===== src/rtl/bitscan_serializer_pkg.sv =====
// rtl/bitscan_serializer_pkg.sv - shared types and helpers for the bit-scan serializer
package bitscan_pkg;

    typedef enum logic {
        IDLE = 1'b0,
        SCAN = 1'b1
    } bitscan_state_e;

    // Index width for a request vector; also sizes the downstream decoder's A input.
    function automatic int idx_width(input int width);
        return $clog2(width);
    endfunction

endpackage


===== src/rtl/bitscan_serializer_if.sv =====
// rtl/bitscan_serializer_if.sv - request/index handshake bundle for the bit-scan serializer
interface bitscan_serializer_if #(
    parameter int width = 8
) ();
    localparam int IW = bitscan_pkg::idx_width(width);

    logic             InValid;
    logic             InReady;
    logic [width-1:0] InVec;
    logic             OutValid;
    logic             OutReady;
    logic [IW-1:0]    OutIdx;
    logic             OutLast;
    logic             Busy;

    // Producer of vectors / consumer of indices.
    modport master (
        output InValid, InVec, OutReady,
        input  InReady, OutValid, OutIdx, OutLast, Busy
    );

    // The serializer itself.
    modport slave (
        input  InValid, InVec, OutReady,
        output InReady, OutValid, OutIdx, OutLast, Busy
    );
endinterface


===== src/rtl/bitscan_serializer_priority_encode_lsb.sv =====
// rtl/bitscan_serializer_priority_encode_lsb.sv - lowest-set-bit index with zero and one-hot flags
module priority_encode_lsb #(
    parameter int width = 8
) (
    input  logic [width-1:0]                         vec,
    output logic [bitscan_pkg::idx_width(width)-1:0] idx,
    output logic                                     zero,
    output logic                                     single
);
    localparam int IW = bitscan_pkg::idx_width(width);

    // Scan from the top down so the lowest set bit is the one that sticks.
    always_comb begin
        idx = '0;
        for (int i = width - 1; i >= 0; i--) begin
            if (vec[i]) begin
                idx = IW'(i);
            end
        end
    end

    assign zero   = (vec == '0);
    assign single = !zero && ((vec & (vec - width'(1))) == '0);

endmodule


===== src/rtl/bitscan_serializer.sv =====
// rtl/bitscan_serializer.sv - emits the index of each set bit of an accepted vector, lowest first
module bitscan_serializer
    import bitscan_pkg::*;
#(
    parameter int width = 8
) (
    input  logic                 CLK,
    input  logic                 RSTn,
    bitscan_serializer_if.slave  bus
);
    localparam int IW = idx_width(width);

    bitscan_state_e   state, state_nxt;
    logic [width-1:0] res, res_nxt;
    logic [IW-1:0]    lo_idx;
    logic             res_zero;
    logic             res_single;
    logic             in_ready;
    logic             out_valid;
    logic             in_fire;
    logic             out_fire;

    priority_encode_lsb #(.width(width)) u_penc (
        .vec    (res),
        .idx    (lo_idx),
        .zero   (res_zero),
        .single (res_single)
    );

    // Handshake decode, residual update and next state.
    always_comb begin
        state_nxt = state;
        res_nxt   = res;
        out_valid = (state == SCAN);
        // A new vector may enter while the final index of the current one leaves.
        in_ready  = (state == IDLE) || ((state == SCAN) && res_single && bus.OutReady);
        in_fire   = bus.InValid && in_ready;
        out_fire  = out_valid && bus.OutReady;

        if (out_fire) begin
            res_nxt = res & ~(width'(1) << lo_idx);
            // Never linger in SCAN with nothing left to emit.
            if (res_single || res_zero) begin
                state_nxt = IDLE;
            end
        end

        // An all-zero vector is consumed and dropped without producing a beat.
        if (in_fire) begin
            res_nxt   = bus.InVec;
            state_nxt = (bus.InVec != '0) ? SCAN : IDLE;
        end
    end

    // State and residual registers.
    always_ff @(posedge CLK or negedge RSTn) begin
        if (!RSTn) begin
            state <= IDLE;
            res   <= '0;
        end else begin
            state <= state_nxt;
            res   <= res_nxt;
        end
    end

    assign bus.InReady  = in_ready;
    assign bus.OutValid = out_valid;
    assign bus.Busy     = (state == SCAN);
    assign bus.OutIdx   = lo_idx;
    assign bus.OutLast  = res_single;

endmodule


===== src/flat_wrapper.sv =====
// flat-port wrapper written by rule: the top's interface ports become plain ports
module bitscan_serializer_flat import bitscan_pkg::*;
#(
    parameter int width = 8
)
  (CLK, RSTn, bus_InValid, bus_InVec, bus_OutReady, bus_InReady, bus_OutValid, bus_OutIdx, bus_OutLast, bus_Busy);
  bitscan_serializer_if #(.width(width)) bus_i ();
  input  logic CLK;
  input  logic RSTn;
  input wire logic [$bits(bus_i.InValid)-1:0] bus_InValid;
  input wire logic [$bits(bus_i.InVec)-1:0] bus_InVec;
  input wire logic [$bits(bus_i.OutReady)-1:0] bus_OutReady;
  output wire logic [$bits(bus_i.InReady)-1:0] bus_InReady;
  output wire logic [$bits(bus_i.OutValid)-1:0] bus_OutValid;
  output wire logic [$bits(bus_i.OutIdx)-1:0] bus_OutIdx;
  output wire logic [$bits(bus_i.OutLast)-1:0] bus_OutLast;
  output wire logic [$bits(bus_i.Busy)-1:0] bus_Busy;
  assign bus_i.InValid = bus_InValid;
  assign bus_i.InVec = bus_InVec;
  assign bus_i.OutReady = bus_OutReady;
  assign bus_InReady = bus_i.InReady;
  assign bus_OutValid = bus_i.OutValid;
  assign bus_OutIdx = bus_i.OutIdx;
  assign bus_OutLast = bus_i.OutLast;
  assign bus_Busy = bus_i.Busy;
  bitscan_serializer #(.width(width)) u_core (.CLK(CLK), .RSTn(RSTn), .bus(bus_i));
endmodule

===== config.mk =====
export PLATFORM = sky130hd
export DESIGN_NAME = bitscan_serializer_flat
export DESIGN_NICKNAME = d
export VERILOG_FILES = /design/src/rtl/bitscan_serializer_pkg.sv /design/src/rtl/bitscan_serializer_if.sv /design/src/rtl/bitscan_serializer_priority_encode_lsb.sv /design/src/rtl/bitscan_serializer.sv /design/src/flat_wrapper.sv
export SDC_FILE = /design/constraint.sdc
export NUM_CORES = 1
export LEC_CHECK = 0
export BUFFER_PORTS_ARGS = -buffer_cell sky130_fd_sc_hd__buf_2
export CAP_MARGIN = 20
export CORE_UTILIZATION = 38
export CTS_CLUSTER_SIZE = 25
export DETAILED_ROUTE_END_ITERATION = 8
export PLACE_DENSITY = 0.71
export SETUP_SLACK_MARGIN = 0.4
export SLEW_MARGIN = 20
export SYNTH_ARGS = -nofsm -noshare
export SYNTH_HDL_FRONTEND = slang
export SYNTH_SLANG_ARGS = --single-unit

===== constraint.sdc =====
create_clock -name CLK -period 3.93 [get_ports CLK]
set_input_delay 0.5895 -clock CLK [delete_from_list [all_inputs] [get_ports CLK]]
set_output_delay 0.5895 -clock CLK [all_outputs]
set_load 0.1 [all_outputs]

==> flow_summary.yaml, run 1 <==
status:
  status: "completed"
yosys:
  synth_top_area_cell: "dfrtp_1"
  syn_nets: 108
  syn-instance-count: 96
  synth_edf_count: 0
  yosys_warnings: 0
  synth_seq_cells: 9
  synth_seq_area_share_pct: 28.6
  yosys_most_used_dff: "dfrtp_1"
  synth_cell_types: 40
  synth_top_area_share_pct: 28.6
  syn-cell-area_um2: 787
  async_flop_share_pct: 100
  synthTopCellsByArea: "dfrtp_1 29%, nand2_1 5.7%, o311ai_1 4.5%, nand4_1 4.0%, a2111oi_4 3.5%"
  avgSynthCellArea_um2: 8.20
finish:
  antennaDiodeCount: 0
  nNetsFinal: 122
  instances_no_fill: 136
  final_cell_mix: "18 x buf_2, 12 x nand2_1, 9 x dfrtp_1"
  final_common_cell: "buf_2"
  layout-drive-gt1-share_pct: 23.9
  area_growth_pct: 13.7
clock_network:
  ctsHoldBuffers: 0
  cts_tree: "yes"
  cts_max_path_buffers: 2
  cts_buffers: 3
  clock-root-buffer: "clkbuf_4"
  htree_levels: 1
  clk_pin_slew_ns: 0.06
  cts_resized: 0
  cts_setup_buffers: 0
  clk_latency_ns: 0.25
  clkSinkCount: 9
sta:
  slew_headroom_pct: 59.4
  layout_min_cycle_time_ns: 3.14
  period_share_pct: 79.9
  fin_tns_setup_ns: 0
  rsz0062_at_grt: "false"
  skew_ns: 0.00588
  timing.fmax_ghz: 0.319
  hold_viol_final: 0
  slew_viol_final: 0
  setup_viol: 0
  worstMarginPinSlew_ns: 0.607
placement:
  dp_cells: 132
  dp_hpwl_um: 1410
  port_buffers: 18
  gp_congestion: 0.851
die:
  die_w_um: 47.5
  initial_core_util_pct: 40.1
  coreArea_um2: 1960
  die-area_um2: 2260
  io_pins: 19
  num_rows: 16
  die_h_um: 47.5
grt:
  grt_pass1_vias: 713
  antenna_found_initial: 0
  grt_pass1_wl_um: 3150
  grt_overflow: 0
  grt_max_degree: 14
  grt_usage_pct: 20.0
routing:
  dr.pass1.iters: 4
  vias: 836
  postRouteAntennaNets: 0
  post_drt_wl_per_cell_um: 14.0
  vias_per_cell: 6.15
  drc: 0
  drt_iter0_drc: 14
  finalWirelength_um: 1910
setup_path:
  crit_arrival_ns: 2.55
  r2r_cells: 4
  reg2reg_setup_slack_ns: 1.75
  start_kind: "flop"
  worstSetupEndpointType: "output pin"
  crit_fanout: 10
  cp.required_ns: 3.34
  critical_path_class: "flop to output pin"
  r2r-end: "u_core.res[5]$_DFFE_PN0P_"
  timing.rr.start: "u_core.res[3]$_DFFE_PN0P_"
min_path:
  hp-class: "primary input to async pin"
flow_run:
  maxCapViolations: 0
[how the worst max path moves through the flow]
stage / to / startpoint
final: bus_InReady / u_core.res[3]$_DFFE_PN0P_
after global routing: bus_InReady / u_core.res[3]$_DFFE_PN0P_
after CTS: bus_InReady / u_core.res[3]$_DFFE_PN0P_
after detailed placement: bus_InReady / u_core.res[3]$_DFFE_PN0P_
after global placement: bus_InReady / u_core.res[3]$_DFFE_PN0P_
after floorplan: bus_OutIdx[1] / u_core.res[6]$_DFFE_PN0P_
[cell type report]
type | instances | area, um^2
Sequential cell | 9 | 225
Inverter | 3 | 11.3
Clock buffer | 4 | 26.3
Multi-Input combinational cell | 74 | 500
Fill cell | 228 | 1070
Timing Repair Buffer | 19 | 97.6
Tap cell | 27 | 33.8
[synthesized netlist by cell type, drive strengths merged, types with 2 or more instances]
cell type	count
nor2	4
clkbuf	5
nor4	3
a31oi	2
nor3	5
o311ai	6
o211ai	3
nand3	2
nand4	5
dfrtp	9
a21oi	4
inv	3
buf	5
o21ai	6
nand2	12
nand2b	4
[critical path, cell delays in order (launching register included)]
cell	delay, ns
dfrtp_1	0.45
or4_1	0.72
or3_4	0.41
a31oi_4	0.30
o21ai_1	0.11
buf_2	0.30
[sequential cells by signal, summed over array words and instances (netlist names)]
signal and count:
u_core.bus.Busy 1, u_core.res 8
[through the flow]
| stage | util [%] | hold slack [ns] | area (um^2) | setup WS (ns) |
|---|---|---|---|---|
| 2_1_floorplan | - | 0.294 | 787 | 0.438 |
| 3_3_place_gp | 44.3 | 0.448 | 868 | 1.13 |
| 3_5_place_dp | 44.3 | 0.451 | 868 | 1.07 |
| 4_1_cts | 45.6 | 0.180 | 895 | 0.789 |
| 5_1_grt | 45.6 | 0.172 | 895 | 0.662 |
| 6_report | 45.6 | 0.179 | 895 | 0.791 |
[per-layer routing]
layer  track usage [%]  vias to the layer above  share of wire [%]
met5                 0                        -                  0
met4              11.4                        0                1.4
met3              1.51                        2                4.6
met2              29.9                       28                 48
met1              28.3                      405                 46
li1                  -                      401                  -
[kinds of logic after synthesis]
logic type	after synthesis	share of synthesized area, %
fa+ha+maj	1	1.27
simple gates	41	28.0
mux	1	1.27
compound gates	31	33.1
flops	9	28.6
buf+inv	13	7.79
Power of run 1 is left out: the tool's default activity adds up to more than one toggle a clock period on the data nets, which glitch-free logic cannot reach.
==> inputs of run 2 (changes only) <==
Settings changed: ABC_AREA from default to 1, PLACE_DENSITY 0.71 to 0.74.
Clock period 3.93 ns to 2.8 ns, I/O delays scaled along.
==> run 2 against run 1 <==
Synthesized cell count grew 17%. Critical path depth grew 3. Sequential share of layout area grew 1.0 points. Non-clock buffer count is the same. Critical path type unchanged. Largest cell class unchanged.
==> flow_summary.yaml, run 2 <==
status:
  status: "completed"
placement:
  port_buffers: 18
  gp_congestion: 0.881
  place_ws_ns: 0.617
  dp_hpwl_um: 1320
die:
  die_h_um: 45.1
  die-area_um2: 2030
  coreArea_um2: 1730
  initial_core_util_pct: 40.9
  num_rows: 15
  io_pins: 19
  die_w_um: 45.1
setup_path:
  cp.required_ns: 2.38
  crit_fanout: 11
  reg2reg_setup_slack_ns: 0.96
  critPathMaxStageDelay_ns: 0.43
  start_kind: "flop"
  crit_chain: "nor2_4 -> nand2_1 -> nand2_1 -> nand3_1 -> nor2_2 -> nand4_1 -> nand2_2 -> buf_6"
  path_common_cell: "nand2_1"
  worstSetupEndpointType: "output pin"
  critical_path_class: "flop to output pin"
  crit_arrival_ns: 1.89
  crit_slowest_cell: "dfrtp_1"
sta:
  fin_tns_setup_ns: 0
  timing.fmax_ghz: 0.433
  setup_viol: 0
  rsz0062_at_grt: "true"
  skew_ns: 0.00451
  worstMarginPinSlew_ns: 0.487
  slew_headroom_pct: 67.8
  period_share_pct: 82.5
  hold_viol_final: 0
  slew_viol_final: 0
  layout_min_cycle_time_ns: 2.31
  fin_ws_ns: 0.491
clock_network:
  clock-root-buffer: "clkbuf_4"
  cts_tree: "yes"
  clk_pin_slew_ns: 0.07
  cts_setup_buffers: 0
  cts_buffers: 3
  htree_levels: 1
  clk_latency_ns: 0.28
  clkSinkCount: 9
  cts_max_path_buffers: 2
yosys:
  yosys_warnings: 0
  netlist_top_cells_count: "36 x nand2_1, 23 x nand3_1, 17 x inv_1"
  synth_seq_cells: 9
  synth_cell_types: 17
  synth_seq_area_share_pct: 31.9
  synth_top_area_cell: "dfrtp_1"
  syn-instance-count: 112
  synthTopCellsByArea: "dfrtp_1 32%, nand2_1 19%, nand3_1 16%, inv_1 9.0%, nor2_1 3.7%"
  yosys_most_used_dff: "dfrtp_1"
  syn_nets: 124
  synth_top_area_share_pct: 31.9
  synth_edf_count: 0
  avgSynthCellArea_um2: 6.30
  async_flop_share_pct: 100
  yosysMostFrequentCell: "nand2_1"
  syn-cell-area_um2: 706
routing:
  postRouteAntennaNets: 0
  vias_per_cell: 4.85
  dr.pass1.iters: 4
  vias: 761
  drt_iter0_drc: 27
  drc: 0
  finalWirelength_um: 1680
  post_drt_wl_per_cell_um: 10.7
finish:
  nNetsFinal: 145
  final_cell_mix: "36 x nand2_1, 23 x nand3_1, 17 x inv_1"
  top_register: "u_core.res"
  layout-drive-gt1-share_pct: 23.5
  antennaDiodeCount: 0
  area_growth_pct: 21.8
  largest_register_ffs: 8
  final_common_cell: "nand2_1"
flow_run:
  maxCapViolations: 0
min_path:
  hp-class: "primary input to flop"
grt:
  antenna_found_initial: 0
  grt_pass1_vias: 662
  grt_overflow: 0
  grt_pass1_wl_um: 2760
  grt_usage_pct: 19.2
  grt_max_degree: 12
## run 2: cell types whose count changed after synthesis, sizes merged, moves of 2 or more
| cell | previous run | this run |
|---|---|---|
| nand4 | 5 | 1 |
| nand2 | 12 | 39 |
| o211ai | 3 | 1 |
| clkbuf | 5 | 0 |
| inv | 3 | 17 |
| o311ai | 6 | 0 |
| nor2 | 4 | 11 |
| buf | 5 | 3 |
| nor3 | 5 | 2 |
| nand3 | 2 | 23 |
| nor4 | 3 | 1 |
| o21ai | 6 | 1 |
| nand2b | 4 | 0 |
## run 2: timing repair
action,4_1_cts,5_1_grt
endpoints found under the setup margin,2,2
resized for setup,2,2
pin swaps,0,0
endpoints found under the hold margin,9,0
hold buffers,1,0
## run 2: worst paths after layout
check | from | end | depth (start not counted)
max reg2reg | u_core.res[6]$_DFFE_PN0P_ | u_core.res[4]$_DFFE_PN0P_ | 10
min reg2reg | u_core.res[7]$_DFFE_PN0P_ | u_core.res[7]$_DFFE_PN0P_ | 2
min in group asynchronous | RSTn | u_core.res[3]$_DFFE_PN0P_ | 2
max | u_core.res[1]$_DFFE_PN0P_ | bus_InReady | 8
max in group asynchronous | RSTn | u_core.res[4]$_DFFE_PN0P_ | 2
min | bus_OutReady | u_core.bus.Busy$_DFFE_PN0P_ | 2
## run 2: cell type report
type                            count  area [um^2]
Multi-Input combinational cell     83          400
Tap cell                           25         31.3
Timing Repair Buffer               19          113
Fill cell                         187          867
Inverter                           17         63.8
Clock buffer                        4         26.3
Sequential cell                     9          225
## run 2: critical path, delay by kind of cell, from the launching register on
| kind | cells | cell delay [ns] |
|---|---|---|
| buffers and inverters | 1 | 0.26 |
| flip-flops | 1 | 0.43 |
| AND/OR/NAND/NOR | 7 | 0.94 |
## run 2: cells by family after synthesis
kind of cell / after synthesis / share of synthesized area (%)
simple gates: 77 / 50.0
buf+inv: 20 / 13.3
flops: 9 / 31.9
compound gates: 6 / 4.79
## run 2: stage by stage
stage / utilization [%] / cell area, um^2 / cells / hold WS [ns]
2_1_floorplan: - / 719 / 112 / 0.124
4_1_cts: 49.3 / 852 / 157 / 0.372
6_report: 49.8 / 860 / 157 / 0.369
3_3_place_gp: 47.0 / 811 / 152 / 0.285
5_1_grt: 49.8 / 860 / 157 / 0.396
3_5_place_dp: 47.0 / 811 / 152 / 0.288
## run 2: metal layers
layer | wire [um] | GRT usage, %
met5 | 0 | 0
met4 | 51 | 12.7
met3 | 101 | 1.20
met2 | 771 | 30.7
met1 | 752 | 24.9
Power of run 2 is left out for the same reason.
==> inputs of run 3 (changes only) <==
Settings changed: PLACE_DENSITY 0.74 to 0.72.
Clock period 2.8 ns to 2.2 ns, I/O delays scaled along.
==> run 3 against run 2 <==
Design area up 44%. Final cell count up 15%. Clock-buffer cell count unchanged. First-iteration DRC count up 7.4%. Core utilization up 22 points. Global-route usage up 3.1 points. Non-clock buffer count up 23. Sequential share of layout area down 7.5 points. Hold slack worse by 0.096 ns. Critical path type unchanged.
==> flow_summary.yaml, run 3 (synthesized netlist as in run 2, its figures left out) <==
clock_network:
  clkSinkCount: 9
  cts_buffers: 3
  clk_pin_slew_ns: 0.08
  cts_max_path_buffers: 2
  cts_tree: "yes"
  clock-root-buffer: "clkbuf_4"
  clk_latency_ns: 0.27
  htree_levels: 1
grt:
  grt_overflow: 0
  grt_most_used_layer: "met2"
  antenna_found_initial: 0
  grt_pass1_vias: 796
  grt_pass1_wl_um: 3290
  grt_max_degree: 12
  grtUsageMet1_pct: 28.3
  grt_usage_pct: 22.3
  globalRouteMet3Util_pct: 1.60
  use_met2_pct: 38.0
routing:
  post_drt_wl_per_cell_um: 13.4
  postRouteAntennaNets: 0
  drt_iter0_drc: 29
  vias: 920
  vias_per_cell: 5.11
  drc: 0
  finalWirelength_um: 2410
  dr.pass1.iters: 4
placement:
  port_buffers: 18
  dp_hpwl_um: 1280
  gp_congestion: 0.863
die:
  die-area_um2: 2030
  coreArea_um2: 1730
  die_h_um: 45.1
  num_rows: 15
  die_w_um: 45.1
  io_pins: 19
  initial_core_util_pct: 40.9
sta:
  hold_viol_final: 0
  setup_viol: 0
  fin_tns_setup_ns: 0
  layout_min_cycle_time_ns: 2.13
  timing.fmax_ghz: 0.469
  period_share_pct: 96.9
  slew_viol_final: 0
  worstMarginPinSlew_ns: 0.483
  rsz0062_at_grt: "true"
  slew_headroom_pct: 68.0
  skew_ns: 0.00923
finish:
  layout-drive-gt1-share_pct: 51.6
  largest_register_ffs: 8
  final_cell_mix: "28 x nand2_1, 19 x nand3_1, 19 x buf_4"
  nNetsFinal: 168
  final_common_cell: "nand2_1"
  antennaDiodeCount: 0
  top_register: "u_core.res"
  area_growth_pct: 75.2
setup_path:
  cp.required_ns: 1.87
  critical_path_class: "flop to output pin"
  crit_slowest_cell: "dfrtp_2"
  crit_arrival_ns: 1.80
  critPathMaxStageDelay_ns: 0.47
  worstSetupEndpointType: "output pin"
  crit_fanout: 5
  start_kind: "flop"
  crit_chain: "nor2_4 -> nand2_1 -> nor2_1 -> nor2_1 -> nor2_4 -> nand2_2 -> a31oi_4 -> buf_12"
status:
  status: "completed"
flow_run:
  maxCapViolations: 0
min_path:
  hp-class: "primary input to flop"
-- run 3: changes by cell type in the layout (fill, tap and decap cells not counted), moves of 4 or more --
cell	before	now
buf_12	0	5
buf_4	0	19
inv_2	0	4
nor2_4	2	6
nand2_2	3	7
nand3_1	23	19
inv_1	17	13
dfrtp_2	0	5
nand2_1	36	28
dfrtp_1	9	4
-- run 3: cell type report --
| cell class | instances | area (um^2) |
|---|---|---|
| Fill cell | 149 | 490 |
| Tap cell | 25 | 31.3 |
| Clock buffer | 4 | 26.3 |
| Inverter | 17 | 63.8 |
| Timing Repair Buffer | 42 | 363 |
| Sequential cell | 9 | 231 |
| Multi-Input combinational cell | 83 | 520 |
-- run 3: final timing paths --
kind,startpoint,cells after the start,endpoint,slack [ns]
worst max-delay path,u_core.res[5]$_DFFE_PN0P_,8,bus_OutLast,0.07
worst min-delay path,bus_OutReady,2,u_core.bus.Busy$_DFFE_PN0P_,0.27
worst max register to register,u_core.res[5]$_DFFE_PN0P_,12,u_core.res[4]$_DFFE_PN0P_,0.22
worst min register to register,u_core.res[7]$_DFFE_PN0P_,2,u_core.res[7]$_DFFE_PN0P_,0.55
max in group asynchronous,RSTn,2,u_core.res[3]$_DFFE_PN0P_,1.52
min in group asynchronous,RSTn,2,u_core.bus.Busy$_DFFE_PN0P_,0.46
-- run 3: metal layers --
layer	routed length (um)	share of wire (%)
met5	0	0
met4	88	3.6
met3	111	4.6
met2	1260	52
met1	956	40
-- run 3: through the flow --
stage | cells | utilization, % | worst slack (ns) | cell area (um^2) | hold WS, ns
4_1_cts | 170 | 60.3 | 0.128 | 1040 | 0.283
2_1_floorplan | 112 | - | 0.218 | 736 | 0.0344
5_1_grt | 180 | 71.6 | 0.00432 | 1240 | 0.325
3_5_place_dp | 153 | 50.1 | 0.277 | 865 | 0.197
6_report | 180 | 71.6 | 0.0690 | 1240 | 0.273
3_3_place_gp | 153 | 50.1 | 0.315 | 865 | 0.192
-- run 3: critical path, delay by kind of cell, from the launching register on --
family	cells	cell delay (ns)
buffers and inverters	1	0.19
flip-flops	1	0.47
AO/OA/AOI/OAI	1	0.17
AND/OR/NAND/NOR	6	0.67
-- run 3: what timing repair did --
| action | in CTS | in global routing |
|---|---|---|
| resized for setup | 15 | 33 |
| endpoints found under the hold margin | 9 | 0 |
| setup buffers | 12 | 9 |
| pin swaps | 8 | 16 |
| cloned | 0 | 1 |
| hold buffers | 1 | 0 |
| endpoints found under the setup margin | 12 | 14 |
Power of run 3 is left out for the same reason.
